===== src/rtl/baud_tick_if.sv =====
// Control and tick bundle for the UART baud tick generator.
// The master drives divisor and phase control; the slave returns the tick pulses.
interface baud_tick_if #(
  parameter int DIV_WIDTH  = 16,
  parameter int FRAC_WIDTH = 4
);
  logic                  enable;
  logic [DIV_WIDTH-1:0]  div_int;
  logic [FRAC_WIDTH-1:0] div_frac;
  logic                  div_load;
  logic                  sync_restart;
  logic                  os_tick;
  logic                  mid_tick;
  logic                  bit_tick;
  logic                  cfg_err;

  modport master (
    output enable, div_int, div_frac, div_load, sync_restart,
    input  os_tick, mid_tick, bit_tick, cfg_err
  );

  modport slave (
    input  enable, div_int, div_frac, div_load, sync_restart,
    output os_tick, mid_tick, bit_tick, cfg_err
  );
endinterface


===== src/rtl/baud_tick_gen.sv =====
// Fractional baud tick generator: single-cycle os/mid/bit enable pulses in the clk domain,
// with a double-buffered runtime divisor and a phase restart for start-bit alignment.
module baud_tick_gen #(
  parameter int DIV_WIDTH        = 16,
  parameter int FRAC_WIDTH       = 4,
  parameter int OVERSAMPLE       = 16,
  parameter int DEFAULT_DIV_INT  = 27,
  parameter int DEFAULT_DIV_FRAC = 2
) (
  input  logic        clk,
  input  logic        reset,
  baud_tick_if.slave  bus
);
  localparam int                    OS_W     = (OVERSAMPLE > 1) ? $clog2(OVERSAMPLE) : 1;
  localparam logic [DIV_WIDTH-1:0]  DEF_INT  = DIV_WIDTH'(DEFAULT_DIV_INT);
  localparam logic [FRAC_WIDTH-1:0] DEF_FRAC = FRAC_WIDTH'(DEFAULT_DIV_FRAC);
  localparam logic [OS_W-1:0]       MID_IDX  = OS_W'(OVERSAMPLE / 2 - 1);
  localparam logic [OS_W-1:0]       BIT_IDX  = OS_W'(OVERSAMPLE - 1);

  if ((OVERSAMPLE < 2) || ((OVERSAMPLE & (OVERSAMPLE - 1)) != 0)) begin : g_bad_oversample
    $error("baud_tick_gen: OVERSAMPLE must be a power of two and at least 2");
  end
  if (DEFAULT_DIV_INT < 2) begin : g_bad_default_div
    $error("baud_tick_gen: DEFAULT_DIV_INT must be at least 2");
  end

  logic [DIV_WIDTH-1:0]  sh_int_r;
  logic [FRAC_WIDTH-1:0] sh_frac_r;
  logic [FRAC_WIDTH-1:0] act_frac_r;
  logic [DIV_WIDTH-1:0]  cnt_r;
  logic [FRAC_WIDTH-1:0] acc_r;
  logic [OS_W-1:0]       os_cnt_r;
  logic                  os_tick_r;
  logic                  mid_tick_r;
  logic                  bit_tick_r;
  logic                  cfg_err_r;

  logic                  load_ok_s;
  logic [DIV_WIDTH-1:0]  sh_int_nx_s;
  logic [FRAC_WIDTH-1:0] sh_frac_nx_s;
  logic [FRAC_WIDTH:0]   acc_sum_s;
  logic [DIV_WIDTH-1:0]  carry_s;

  // Next shadow value and fractional accumulation for the current period boundary.
  always_comb begin
    load_ok_s    = 1'b0;
    sh_int_nx_s  = sh_int_r;
    sh_frac_nx_s = sh_frac_r;
    if (bus.div_load && (bus.div_int >= DIV_WIDTH'(2))) begin
      load_ok_s    = 1'b1;
      sh_int_nx_s  = bus.div_int;
      sh_frac_nx_s = bus.div_frac;
    end else begin
      load_ok_s    = 1'b0;
    end
    acc_sum_s = {1'b0, acc_r} + {1'b0, act_frac_r};
    carry_s   = {{(DIV_WIDTH-1){1'b0}}, acc_sum_s[FRAC_WIDTH]};
  end

  // Shadow divisor capture and sticky rejection flag.
  always_ff @(posedge clk) begin
    if (!reset) begin
      sh_int_r  <= DEF_INT;
      sh_frac_r <= DEF_FRAC;
      cfg_err_r <= 1'b0;
    end else begin
      sh_int_r  <= sh_int_nx_s;
      sh_frac_r <= sh_frac_nx_s;
      if (bus.div_load) begin
        cfg_err_r <= ~load_ok_s;
      end
    end
  end

  // Period counter, fractional carry and oversample phase; the active integer
  // divisor is only ever consumed as the cnt reload, so it is not kept separately.
  always_ff @(posedge clk) begin
    if (!reset) begin
      act_frac_r <= DEF_FRAC;
      cnt_r      <= DEF_INT - DIV_WIDTH'(1);
      acc_r      <= {FRAC_WIDTH{1'b0}};
      os_cnt_r   <= {OS_W{1'b0}};
      os_tick_r  <= 1'b0;
      mid_tick_r <= 1'b0;
      bit_tick_r <= 1'b0;
    end else begin
      os_tick_r  <= 1'b0;
      mid_tick_r <= 1'b0;
      bit_tick_r <= 1'b0;
      if (bus.sync_restart) begin
        // Restart wins over a coincident boundary and picks up a same-cycle load.
        act_frac_r <= sh_frac_nx_s;
        cnt_r      <= sh_int_nx_s - DIV_WIDTH'(1);
        acc_r      <= {FRAC_WIDTH{1'b0}};
        os_cnt_r   <= {OS_W{1'b0}};
      end else if (bus.enable) begin
        if (cnt_r != {DIV_WIDTH{1'b0}}) begin
          cnt_r <= cnt_r - DIV_WIDTH'(1);
        end else begin
          acc_r      <= acc_sum_s[FRAC_WIDTH-1:0];
          act_frac_r <= sh_frac_r;
          cnt_r      <= sh_int_r - DIV_WIDTH'(1) + carry_s;
          os_cnt_r   <= os_cnt_r + OS_W'(1);
          os_tick_r  <= 1'b1;
          mid_tick_r <= (os_cnt_r == MID_IDX);
          bit_tick_r <= (os_cnt_r == BIT_IDX);
        end
      end
    end
  end

  assign bus.os_tick  = os_tick_r;
  assign bus.mid_tick = mid_tick_r;
  assign bus.bit_tick = bit_tick_r;
  assign bus.cfg_err  = cfg_err_r;
endmodule


===== src/flat_wrapper.sv =====
// flat-port wrapper written by rule: the top's interface ports become plain ports
module baud_tick_gen_flat 
#(
  parameter int DIV_WIDTH        = 16,
  parameter int FRAC_WIDTH       = 4,
  parameter int OVERSAMPLE       = 16,
  parameter int DEFAULT_DIV_INT  = 27,
  parameter int DEFAULT_DIV_FRAC = 2
)
  (clk, reset, bus_enable, bus_div_int, bus_div_frac, bus_div_load, bus_sync_restart, bus_os_tick, bus_mid_tick, bus_bit_tick, bus_cfg_err);
  baud_tick_if #(.DIV_WIDTH(DIV_WIDTH), .FRAC_WIDTH(FRAC_WIDTH)) bus_i ();
  input  logic clk;
  input  logic reset;
  input wire logic [$bits(bus_i.enable)-1:0] bus_enable;
  input wire logic [$bits(bus_i.div_int)-1:0] bus_div_int;
  input wire logic [$bits(bus_i.div_frac)-1:0] bus_div_frac;
  input wire logic [$bits(bus_i.div_load)-1:0] bus_div_load;
  input wire logic [$bits(bus_i.sync_restart)-1:0] bus_sync_restart;
  output wire logic [$bits(bus_i.os_tick)-1:0] bus_os_tick;
  output wire logic [$bits(bus_i.mid_tick)-1:0] bus_mid_tick;
  output wire logic [$bits(bus_i.bit_tick)-1:0] bus_bit_tick;
  output wire logic [$bits(bus_i.cfg_err)-1:0] bus_cfg_err;
  assign bus_i.enable = bus_enable;
  assign bus_i.div_int = bus_div_int;
  assign bus_i.div_frac = bus_div_frac;
  assign bus_i.div_load = bus_div_load;
  assign bus_i.sync_restart = bus_sync_restart;
  assign bus_os_tick = bus_i.os_tick;
  assign bus_mid_tick = bus_i.mid_tick;
  assign bus_bit_tick = bus_i.bit_tick;
  assign bus_cfg_err = bus_i.cfg_err;
  baud_tick_gen #(.DIV_WIDTH(DIV_WIDTH), .FRAC_WIDTH(FRAC_WIDTH), .OVERSAMPLE(OVERSAMPLE), .DEFAULT_DIV_INT(DEFAULT_DIV_INT), .DEFAULT_DIV_FRAC(DEFAULT_DIV_FRAC)) u_core (.clk(clk), .reset(reset), .bus(bus_i));
endmodule

===== config.mk =====
export PLATFORM = sky130hd
export DESIGN_NAME = baud_tick_gen_flat
export DESIGN_NICKNAME = d
export VERILOG_FILES = /design/src/rtl/baud_tick_if.sv /design/src/rtl/baud_tick_gen.sv /design/src/flat_wrapper.sv
export SDC_FILE = /design/constraint.sdc
export NUM_CORES = 1
export LEC_CHECK = 0
export BUFFER_PORTS_ARGS = -buffer_cell sky130_fd_sc_hd__clkbuf_2
export CORE_MARGIN = 3
export CORE_UTILIZATION = 30
export CTS_BUF_LIST = sky130_fd_sc_hd__clkbuf_8
export CTS_CLUSTER_DIAMETER = 80
export DETAILED_ROUTE_END_ITERATION = 6
export PLACE_DENSITY_LB_ADDON = 0.05
export REMOVE_ABC_BUFFERS = 1
export SYNTH_ARGS = -nofsm -noshare
export SYNTH_HDL_FRONTEND = slang
export SYNTH_SLANG_ARGS = --single-unit
export TNS_END_PERCENT = 20

===== constraint.sdc =====
create_clock -name clk -period 3.5 [get_ports clk]
set_clock_uncertainty 0.05 [all_clocks]
set_input_delay 0.7 -clock clk [delete_from_list [all_inputs] [get_ports clk]]
set_output_delay 0.7 -clock clk [all_outputs]
set_load 0.005 [all_outputs]

Yosys cells after proc, flatten, opt, wreduce, memory -nomap -nowiden
Index checks and enable logic that the tools add are counted.
{"block": "word_totals", "register_bits": 52, "out_inout_bits": 4}
{"block": "classes", "add_sub_neg": 6, "muxes": 10, "magnitude_cmp": 1, "n_eq_ne": 3, "reduce_logical": 8, "bitwise": 4}
{"operator": "two-way mux 16 bit", "n": 4}
{"operator": "subtractor 16 x 1 -> 16 bit, second input constant", "n": 3}
{"operator": "adder 16 x 1 -> 16 bit", "n": 1}
{"operator": "greater-or-equal comparator 16 x 2 -> 1 bit, second input constant", "n": 1}
{"operator": "two-way mux 4 bit", "n": 4}
{"operator": "nonzero test 16 bit", "n": 1}
{"operator": "adder 4 x 4 -> 5 bit", "n": 1}
{"operator": "adder 4 x 1 -> 4 bit, second input constant", "n": 1}
{"operator": "equality test 4 x 3 -> 1 bit, second input constant", "n": 1}
{"operator": "equality test 4 bit, second input constant", "n": 1}
{"operator": "inverter 1 bit", "n": 4}
{"operator": "AND reduction 2 bit", "n": 2}
{"operator": "OR reduction 4 bit", "n": 1}
{"operator": "OR reduction 3 bit", "n": 1}
{"operator": "two-way mux 1 bit", "n": 2}
{"operator": "inequality test 2 bit, second input constant", "n": 1}
{"operator": "nonzero test 2 bit", "n": 1}
{"operator": "OR reduction 2 bit", "n": 1}
{"operator": "logical AND 1 bit", "n": 1}

Logic depth before layout (Yosys ltp)
Gate-level depths: netlist (run 1).
{"block": "logic_depth", "word_depth": 5, "ltp_mapped": 14, "depth_no_buf": 14}

Worst setup path before layout (run 1)
OpenSTA, ideal clock, no wires.
{"block": "synth_path", "path_kind": "input to register", "from": "in bus_div_int[5]", "to": "reg u_core.cnt_r[11]", "t_arrival_ns": 2.612, "slack_ns": 0.723, "setup_ns": 0.116, "path_stages": 7, "cell_sequence": "or4_4 or2_4 o21a_4 or3_1 a222oi_1 o21ai_1 a31o_1"}
{"block": "synth_between", "elab_chain_cells": 5}
{"element": "start: declaration", "line": "flat_wrapper.sv:15", "source": "input wire logic [$bits(bus_i.div_int)-1:0] bus_div_int;"}
{"element": "greater-or-equal comparator 16 x 2 -> 1 bit", "line": "baud_tick_gen.sv:49", "source": "if (bus.div_load && (bus.div_int >= DIV_WIDTH'(2))) begin"}
{"element": "logical AND 1 bit", "line": "baud_tick_gen.sv:49"}
{"element": "two-way mux 16 bit *", "line": "baud_tick_gen.sv:49"}
{"element": "subtractor 16 x 1 -> 16 bit *", "line": "baud_tick_gen.sv:93", "source": "cnt_r <= sh_int_nx_s - DIV_WIDTH'(1);"}
{"element": "two-way mux 16 bit *", "line": "baud_tick_gen.sv:90", "source": "if (bus.sync_restart) begin"}
{"element": "end signal: assignment", "line": "baud_tick_gen.sv:93"}
{"element": "end signal: assignment", "line": "baud_tick_gen.sv:98", "source": "cnt_r <= cnt_r - DIV_WIDTH'(1);"}
{"element": "end signal: assignment", "line": "baud_tick_gen.sv:102", "source": "cnt_r <= sh_int_r - DIV_WIDTH'(1) + carry_s;"}
{"element": "end: declaration", "line": "baud_tick_gen.sv:30", "source": "logic [DIV_WIDTH-1:0] cnt_r;"}
Mark *: on every way between the ends. The rest lies on a longest branch, timed or not.
A chain may end at the register's enable or synchronous reset.

Final worst setup path (run 1)
{"block": "layout_path", "from": "reg u_core.acc_r[0]", "to": "reg u_core.cnt_r[9]"}
{"block": "layout_between", "elab_chain_cells": 5}
{"element": "start: declaration", "line": "baud_tick_gen.sv:31", "source": "logic [FRAC_WIDTH-1:0] acc_r;"}
{"element": "start signal: assignment", "line": "baud_tick_gen.sv:81", "source": "acc_r <= {FRAC_WIDTH{1'b0}};"}
{"element": "start signal: assignment", "line": "baud_tick_gen.sv:94", "source": "acc_r <= {FRAC_WIDTH{1'b0}};"}
{"element": "start signal: assignment", "line": "baud_tick_gen.sv:100", "source": "acc_r <= acc_sum_s[FRAC_WIDTH-1:0];"}
{"element": "adder 4 x 4 -> 5 bit", "line": "baud_tick_gen.sv:56", "source": "acc_sum_s = {1'b0, acc_r} + {1'b0, act_frac_r};"}
{"element": "adder 16 x 1 -> 16 bit", "line": "baud_tick_gen.sv:102"}
{"element": "two-way mux 16 bit", "line": "baud_tick_gen.sv:97", "source": "if (cnt_r != {DIV_WIDTH{1'b0}}) begin"}
{"element": "two-way mux 16 bit", "line": "baud_tick_gen.sv:96", "source": "end else if (bus.enable) begin"}
{"element": "two-way mux 16 bit", "line": "baud_tick_gen.sv:90"}
Every way passes these cells. The select of a mux whose other input is x is not followed.

==> impl_metrics.sql, run 1 <==
INSERT INTO impl_metrics (metric_group, metric, value, unit) VALUES
('synth', 'synth_area', '0.00340', 'sq mm'),
('timing', 'setup_viol_count_final', '0', ''),
('worst_hold_path', 'timing.hold.worst.start', 'u_core.os_cnt_r[3]$_SDFFE_PP0P_', ''),
('floorplanning', 'initial_cell_density_of_the_core', '31.0', '%'),
('route', 'detail_route.first_pass.iterations', '4', ''),
('place', 'dpl.hpwl', '7770', 'um'),
('synth', 'synth_top_area_cell', 'sky130_fd_sc_hd__dfxtp_1', ''),
('floorplanning', 'design.die.area', '0.0127', 'sq mm'),
('synth', 'synth_area_leaders', 'sky130_fd_sc_hd__dfxtp_1 (31%), sky130_fd_sc_hd__nand2_1 (7.5%), sky130_fd_sc_hd__nor2_1 (5.2%)', ''),
('cts', 'later_pin_clock_latency_in_the_skew_report', '0.32', 'ns'),
('setup_path', 'worst-endpoint-arrival', '3.26', 'ns'),
('synth', 'syn_avg_cell_area', '7.41', 'sq um'),
('global_route', 'grt_first_pass_wirelength', '16900', 'um'),
('layout', 'final_design_area_no_fill', '0.00375', 'sq mm'),
('floorplanning', 'placement_rows', '38', ''),
('layout', 'mostFrequentLayoutCell', 'sky130_fd_sc_hd__nand2_1', ''),
('setup_path', 'r2r-start', 'u_core.acc_r[0]$_SDFFE_PP0P_', ''),
('cts', 'cts_sinks', '52', ''),
('cts', 'ctsHtreeMaxLevel', '2', ''),
('floorplanning', 'design.core.area', '0.0110', 'sq mm'),
('route', 'vias_per_cell', '5.36', ''),
('timing', 'drv_slew', '0', ''),
('setup_path', 'combined_buffer_and_inverter_count_along_the_critical_path', '2', ''),
('layout', 'layout-drive-gt1-share', '10.8', '%'),
('route', 'detail_route.wirelength', '10400', 'um'),
('synth', 'synth-async-reset-ratio', '0', '%'),
('power_and_ir_drop', 'vdd.ir_drop.worst', '0.144', 'mV'),
('layout', 'commonest_non_fill_non_tap_cells_in_the_layout', 'sky130_fd_sc_hd__nand2_1 (68), sky130_fd_sc_hd__dfxtp_1 (52), sky130_fd_sc_hd__nor2_1 (47), sky130_fd_sc_hd__a21oi_1 (31), sky130_fd_sc_hd__o21ai_0 (29)', ''),
('timing', 'final.setup.worst_slack', '0.424', 'ns'),
('synth', 'yosys.area.top_type_share', '30.6', '%'),
('timing', 'fin_tns_setup', '0', 'ns'),
('timing', 'hold_ws', '0.372', 'ns'),
('setup_path', 'crit_path_end_kind', 'flop', ''),
('floorplanning', 'die_width', '113', 'um'),
('synth', 'synth-main-ff-cell', 'sky130_fd_sc_hd__dfxtp_1', ''),
('timing', 'worst_slew_margin_rel', '38.8', '%'),
('cts', 'post_cts_hold_buffer_count', '0', ''),
('setup_path', 'critical_path.top_delay_family', 'simple AND/OR/NAND/NOR gates', ''),
('route', 'dr.first_iter.drc_count', '213', ''),
('timing', 'tightest_slew', '0.917', 'ns'),
('global_route', 'first_global_vias', '3155', ''),
('setup_path', 'crit_type', 'flop to flop', ''),
('power_and_ir_drop', 'power.density_cell_area', '335', 'mW/mm^2'),
('route', 'antenna_left', '0', ''),
('timing', 'fin_crit_sh', '87.9', '%'),
('place', 'numPortBuffers', '28', ''),
('floorplanning', 'die-height', '113', 'um'),
('layout', 'fin_nets', '508', ''),
('layout', 'area.growth.synth_to_final', '10.2', '%'),
('power_and_ir_drop', 'static-leakage-power', '1.47', 'nW'),
('global_route', 'globalRouteOverflowTotal', '0', ''),
('floorplanning', 'pin_count', '29', ''),
('setup_path', 'startpoint_type', 'flop', ''),
('cts', 'setup_repair_bufs_after_cts', '0', ''),
('route', 'num_vias', '3293', ''),
('global_route', 'global_route.usage.total', '16.8', '%'),
('setup_path', 'path_max_fanout', '6', ''),
('place', 'placement.cell_area', '0.00366', 'sq mm'),
('synth', 'synth_edf_count', '0', ''),
('setup_path', 'critPathLaunch', 'u_core.acc_r[0]$_SDFFE_PP0P_', ''),
('cts', 'cts-buffers-inserted', '5', ''),
('route', 'routedWlPerCell', '17.0', 'um'),
('cts', 'worst_setup_hold_path_clk_slew', '0.10', 'ns'),
('place', 'dpl_worst_slack', '0.265', 'ns'),
('global_route', 'grt_antenna_before_repair', '0', ''),
('setup_path', 'worstPathCellList', 'ha_1 > inv_1 > fa_1 > inv_1 > a21o_1 > a21oi_1 > ha_1 > nor2b_1 > nand2_1 > nor4_1 > xor2_1 > o211ai_1 > and3b_1 > a211oi_1', ''),
('route', 'drc', '0', ''),
('status', 'outcome', 'finished clean', ''),
('synth', 'yosys_register_bits', '52', ''),
('worst_hold_path', 'timing.hold.worst.class', 'flop to flop', ''),
('timing', 'final_period_minus_worst_setup_slack', '3.08', 'ns');
==> final timing paths <==
| path | cells after the start | slack, ns | end |
|---|---|---|---|
| min reg2reg | 1 | 0.37 | u_core.bus.mid_tick$_SDFF_PP0_ |
| max reg2reg | 14 | 0.42 | u_core.cnt_r[9]$_SDFFE_PN0P_ |
| min | 1 | 0.37 | u_core.bus.mid_tick$_SDFF_PP0_ |
| max | 14 | 0.42 | u_core.cnt_r[9]$_SDFFE_PN0P_ |
==> cell usage after synthesis (2+ instances only) <==
| library cell | instances |
|---|---|
| sky130_fd_sc_hd__nand2_1 | 68 |
| sky130_fd_sc_hd__dfxtp_1 | 52 |
| sky130_fd_sc_hd__nor2_1 | 47 |
| sky130_fd_sc_hd__a21oi_1 | 31 |
| sky130_fd_sc_hd__o21ai_0 | 29 |
| sky130_fd_sc_hd__clkbuf_1 | 21 |
| sky130_fd_sc_hd__inv_1 | 17 |
| sky130_fd_sc_hd__xnor2_1 | 17 |
| sky130_fd_sc_hd__xor2_1 | 17 |
| sky130_fd_sc_hd__nand3_1 | 15 |
| sky130_fd_sc_hd__nor3_1 | 14 |
| sky130_fd_sc_hd__a211oi_1 | 11 |
| sky130_fd_sc_hd__mux2i_1 | 10 |
| sky130_fd_sc_hd__or3_1 | 10 |
| sky130_fd_sc_hd__ha_1 | 9 |
| sky130_fd_sc_hd__nor4_1 | 9 |
| sky130_fd_sc_hd__buf_2 | 7 |
| sky130_fd_sc_hd__nand4_1 | 6 |
| sky130_fd_sc_hd__o211ai_1 | 5 |
| sky130_fd_sc_hd__a22oi_1 | 4 |
| sky130_fd_sc_hd__and3_1 | 4 |
| sky130_fd_sc_hd__o22ai_1 | 4 |
| sky130_fd_sc_hd__or4_1 | 4 |
| sky130_fd_sc_hd__a31oi_1 | 3 |
| sky130_fd_sc_hd__o32ai_1 | 3 |
| sky130_fd_sc_hd__a211o_1 | 2 |
| sky130_fd_sc_hd__a21o_1 | 2 |
| sky130_fd_sc_hd__a221oi_1 | 2 |
| sky130_fd_sc_hd__a22o_1 | 2 |
| sky130_fd_sc_hd__a32oi_1 | 2 |
| sky130_fd_sc_hd__and4_1 | 2 |
| sky130_fd_sc_hd__nand2b_1 | 2 |
| sky130_fd_sc_hd__nor2b_1 | 2 |
| sky130_fd_sc_hd__o31ai_1 | 2 |
| sky130_fd_sc_hd__o41ai_1 | 2 |
| sky130_fd_sc_hd__or2_2 | 2 |
==> layer usage <==
| layer | wire length (um) | global-route usage, % | share of wire (%) | up-vias |
|---|---|---|---|---|
| met5 | 0 | 0 | 0 | - |
| met4 | 191 | 5.69 | 1.8 | 0 |
| met3 | 447 | 2.80 | 4.3 | 12 |
| met2 | 4680 | 26.8 | 45 | 65 |
| met1 | 5090 | 23.0 | 49 | 1555 |
| li1 | - | - | - | 1661 |
==> cells by family after synthesis <==
family,count (synthesis),share of synthesized area (%)
simple gates,191,26.3
compound gates,115,21.9
flops,52,30.6
buf+inv,46,5.33
xor+xnor,34,8.75
mux,11,3.27
fa+ha+maj,10,3.90
==> sequential cells by signal, indices dropped and copies added (netlist names) <==
| signal | count |
|---|---|
| u_core.cnt_r | 16 |
| u_core.sh_int_r | 16 |
| u_core.acc_r | 4 |
| u_core.act_frac_r | 4 |
| u_core.os_cnt_r | 4 |
| u_core.sh_frac_r | 4 |
| u_core.bus.bit_tick | 1 |
| u_core.bus.cfg_err | 1 |
| u_core.bus.mid_tick | 1 |
| u_core.bus.os_tick | 1 |
==> per-stage QoR <==
step	power, mW	cells	util (%)
2_1_floorplan	0.806	430	-
3_3_place_gp	0.907	606	33.3
3_5_place_dp	0.907	606	33.3
4_1_cts	1.28	614	34.2
5_1_grt	1.33	614	34.2
6_report	1.26	614	34.2
==> power by group <==
group          switching, mW  total, mW  internal, mW
Clock                  0.207      0.363         0.156
Sequential            0.0400      0.662         0.622
Combinational          0.141      0.231        0.0898
Total                  0.388       1.26         0.868
==> area by class of cell <==
class                           count  area [sq um]
Inverter                           17          63.8
Fill cell                        1180          7230
Multi-Input combinational cell    361          2180
Clock inverter                      2          7.51
Clock buffer                        6          82.6
Tap cell                          140           175
Sequential cell                    52          1040
Timing Repair Buffer               36           200
No activity file was read; power rests on OpenSTA's default activity.
==> inputs of run 2 (changes only) <==
--- a/config.mk
+++ b/config.mk
@@ -7,7 +7,7 @@
 export LEC_CHECK = 0
 export BUFFER_PORTS_ARGS = -buffer_cell sky130_fd_sc_hd__clkbuf_2
 export CORE_MARGIN = 3
-export CORE_UTILIZATION = 30
+export CORE_UTILIZATION = 60
 export CTS_BUF_LIST = sky130_fd_sc_hd__clkbuf_8
 export CTS_CLUSTER_DIAMETER = 80
 export DETAILED_ROUTE_END_ITERATION = 6
==> impl_metrics.sql, run 2 (synthesis gave the netlist of run 1 again) <==
INSERT INTO impl_metrics (metric_group, metric, value, unit) VALUES
('route', 'drc', '2', ''),
('cts', 'cts.root.buffer_cell', 'sky130_fd_sc_hd__clkbuf_8', ''),
('power_and_ir_drop', 'static-leakage-power', '1.47', 'nW'),
('global_route', 'grt_first_pass_wirelength', '14300', 'um'),
('layout', 'final_design_area_no_fill', '0.00368', 'sq mm'),
('setup_path', 'crit_type', 'flop to flop', ''),
('floorplanning', 'design.core.area', '0.00530', 'sq mm'),
('timing', 'grt_setup_unrepaired', 'false', ''),
('place', 'dpl_worst_slack', '0.475', 'ns'),
('power_and_ir_drop', 'power_frac_comb', '17.2', '%'),
('job', 'maxCapViolations', '0', ''),
('route', 'antenna_left', '0', ''),
('timing', 'final_period_minus_worst_setup_slack', '3.01', 'ns'),
('cts', 'post_cts_resized', '0', ''),
('cts', 'later_pin_clock_latency_in_the_skew_report', '0.31', 'ns'),
('setup_path', 'path_max_fanout', '4', ''),
('power_and_ir_drop', 'fin_total_pwr', '1.30', 'mW'),
('layout', 'fillers', '470', ''),
('place', 'dpl.hpwl', '6250', 'um'),
('setup_path', 'startpoint_type', 'flop', ''),
('global_route', 'globalRouteOverflowTotal', '0', ''),
('cts', 'cts_sinks', '52', ''),
('route', 'num_vias', '3341', ''),
('global_route', 'global_route.usage.total', '27.6', '%'),
('place', 'numPortBuffers', '28', ''),
('layout', 'fin_nets', '508', ''),
('timing', 'hold_violations', '0', ''),
('power_and_ir_drop', 'vdd.ir_drop.worst', '0.229', 'mV'),
('global_route', 'grt_start_max_net_pins', '27', ''),
('power_and_ir_drop', 'clock_power_share', '32.1', '%'),
('timing', 'setup_viol_count_final', '0', ''),
('route', 'vias_per_cell', '6.14', ''),
('layout', 'mostFrequentLayoutCell', 'sky130_fd_sc_hd__nand2_1', ''),
('power_and_ir_drop', 'power.internal', '0.924', 'mW'),
('layout', 'area.growth.synth_to_final', '8.27', '%'),
('cts', 'cts-buffers-inserted', '5', ''),
('floorplanning', 'placement_rows', '26', ''),
('cts', 'setup_repair_bufs_after_cts', '0', ''),
('timing', 'fin_tns_setup', '0', 'ns'),
('timing', 'drv_slew', '0', ''),
('power_and_ir_drop', 'switching_share', '29.1', '%'),
('layout', 'top_regs', 'u_core.cnt_r x16, u_core.sh_int_r x16', ''),
('power_and_ir_drop', 'pwr-share-seq', '50.7', '%'),
('layout', 'storage_cell_area', '0.00104', 'sq mm'),
('floorplanning', 'pin_count', '29', ''),
('timing', 'tightest_slew', '0.892', 'ns'),
('floorplanning', 'die_width', '81.3', 'um'),
('timing', 'worst_slew_margin_rel', '40.5', '%'),
('layout', 'commonest_non_fill_non_tap_cells_in_the_layout', 'sky130_fd_sc_hd__nand2_1 (68), sky130_fd_sc_hd__dfxtp_1 (52), sky130_fd_sc_hd__nor2_1 (47), sky130_fd_sc_hd__a21oi_1 (31), sky130_fd_sc_hd__o21ai_0 (29)', ''),
('status', 'violations', 'DRC', ''),
('power_and_ir_drop', 'power.density_cell_area', '353', 'mW/mm^2'),
('status', 'outcome', 'finished, violations left', ''),
('setup_path', 'crit_path_end_kind', 'flop', ''),
('route', 'routedWlPerCell', '15.7', 'um'),
('cts', 'post_cts_hold_buffer_count', '0', ''),
('timing', 'final.setup.worst_slack', '0.489', 'ns'),
('layout', 'layout-drive-gt1-share', '11.2', '%'),
('setup_path', 'worst-endpoint-arrival', '3.18', 'ns'),
('route', 'detail_route.wirelength', '8560', 'um'),
('worst_hold_path', 'timing.hold.worst.class', 'flop to flop', ''),
('setup_path', 'worst-endpoint-required', '3.67', 'ns'),
('place', 'gp_congestion', '0.936', ''),
('global_route', 'first_global_vias', '2964', ''),
('layout', 'antenna_cells_inserted', '0', ''),
('power_and_ir_drop', 'switching_power', '0.378', 'mW'),
('route', 'dr.first_iter.drc_count', '317', ''),
('place', 'placement.cell_area', '0.00357', 'sq mm'),
('cts', 'clock_tree_from_tritoncts', 'built', ''),
('floorplanning', 'design.die.area', '0.00661', 'sq mm'),
('timing', 'fin_crit_sh', '86.0', '%'),
('global_route', 'grt_antenna_before_repair', '0', ''),
('cts', 'worst_setup_hold_path_clk_slew', '0.09', 'ns'),
('timing', 'fmax', '332', 'MHz'),
('cts', 'ctsHtreeMaxLevel', '2', ''),
('cts', 'cts_max_path_buffers', '2', ''),
('floorplanning', 'initial_cell_density_of_the_core', '64.2', '%'),
('layout', 'multi_input_logic_area', '0.00218', 'sq mm'),
('floorplanning', 'die-height', '81.3', 'um'),
('route', 'detail_route.first_pass.iterations', '7', '');
[run 2: cell count changes in the layout (fill, tap and decap cells not counted), sizes merged]
cell / previous run / this run
clkbuf: 34 / 33
clkinvlp: 0 / 1
clkinv: 0 / 1
inv: 19 / 17
bufinv: 0 / 1
[run 2: through the flow]
stage	hold WS, ns	std cells	utilization (%)
finish	0.368	544	69.5
detailed placement	0.356	536	67.4
floorplan	0.342	430	-
global route	0.400	544	69.5
CTS	0.370	544	69.5
global placement	0.348	536	67.4
[run 2: final timing paths]
path | from | endpoint | slack [ns] | cells past startpoint
worst max register to register | u_core.acc_r[0]$_SDFFE_PP0P_ | u_core.cnt_r[8]$_SDFFE_PN0P_ | 0.49 | 14
worst max-delay path | u_core.acc_r[0]$_SDFFE_PP0P_ | u_core.cnt_r[8]$_SDFFE_PN0P_ | 0.49 | 14
worst min register to register | u_core.os_cnt_r[3]$_SDFFE_PP0P_ | u_core.bus.mid_tick$_SDFF_PP0_ | 0.37 | 1
worst min-delay path | u_core.os_cnt_r[3]$_SDFFE_PP0P_ | u_core.bus.mid_tick$_SDFF_PP0_ | 0.37 | 1
[run 2: layout make-up]
class / instances / share of cell area (%)
clock buffers: 5 / 1.87
clock inverters: 3 / 1.15
inverters: 17 / 1.73
multi-input cells: 361 / 59.2
flip-flops and latches: 52 / 28.3
well taps: 70 / 2.38
repair buffers: 36 / 5.43
[run 2: critical path, stage by stage, from the launching register on]
cell and delay, ns:
sky130_fd_sc_hd__dfxtp_1 0.33, sky130_fd_sc_hd__ha_1 0.21, sky130_fd_sc_hd__inv_1 0.07, sky130_fd_sc_hd__fa_1 0.22, sky130_fd_sc_hd__inv_1 0.05, sky130_fd_sc_hd__a21o_1 0.15, sky130_fd_sc_hd__a21oi_1 0.26, sky130_fd_sc_hd__ha_1 0.23
sky130_fd_sc_hd__ha_1 0.25, sky130_fd_sc_hd__nand2_1 0.16, sky130_fd_sc_hd__or3_1 0.36, sky130_fd_sc_hd__xor2_1 0.16, sky130_fd_sc_hd__a22oi_1 0.15, sky130_fd_sc_hd__nor2_1 0.05, sky130_fd_sc_hd__o32ai_1 0.21
[run 2: per-layer routing]
layer	wire length, um	global-route usage (%)	vias up
li1	-	-	1670
met1	3970	37.7	1534
met2	3920	45.7	124
met3	524	3.77	13
met4	140	7.09	0
met5	0	0	-
[run 2: power groups by stage]
stage          combinational [mW]  clock (mW)  sequential, mW
2_1_floorplan               0.145           0           0.662
3_3_place_gp                0.215           0           0.671
3_5_place_dp                0.219           0           0.673
4_1_cts                     0.221       0.425           0.659
5_1_grt                     0.249       0.448           0.665
6_report                    0.224       0.418           0.660
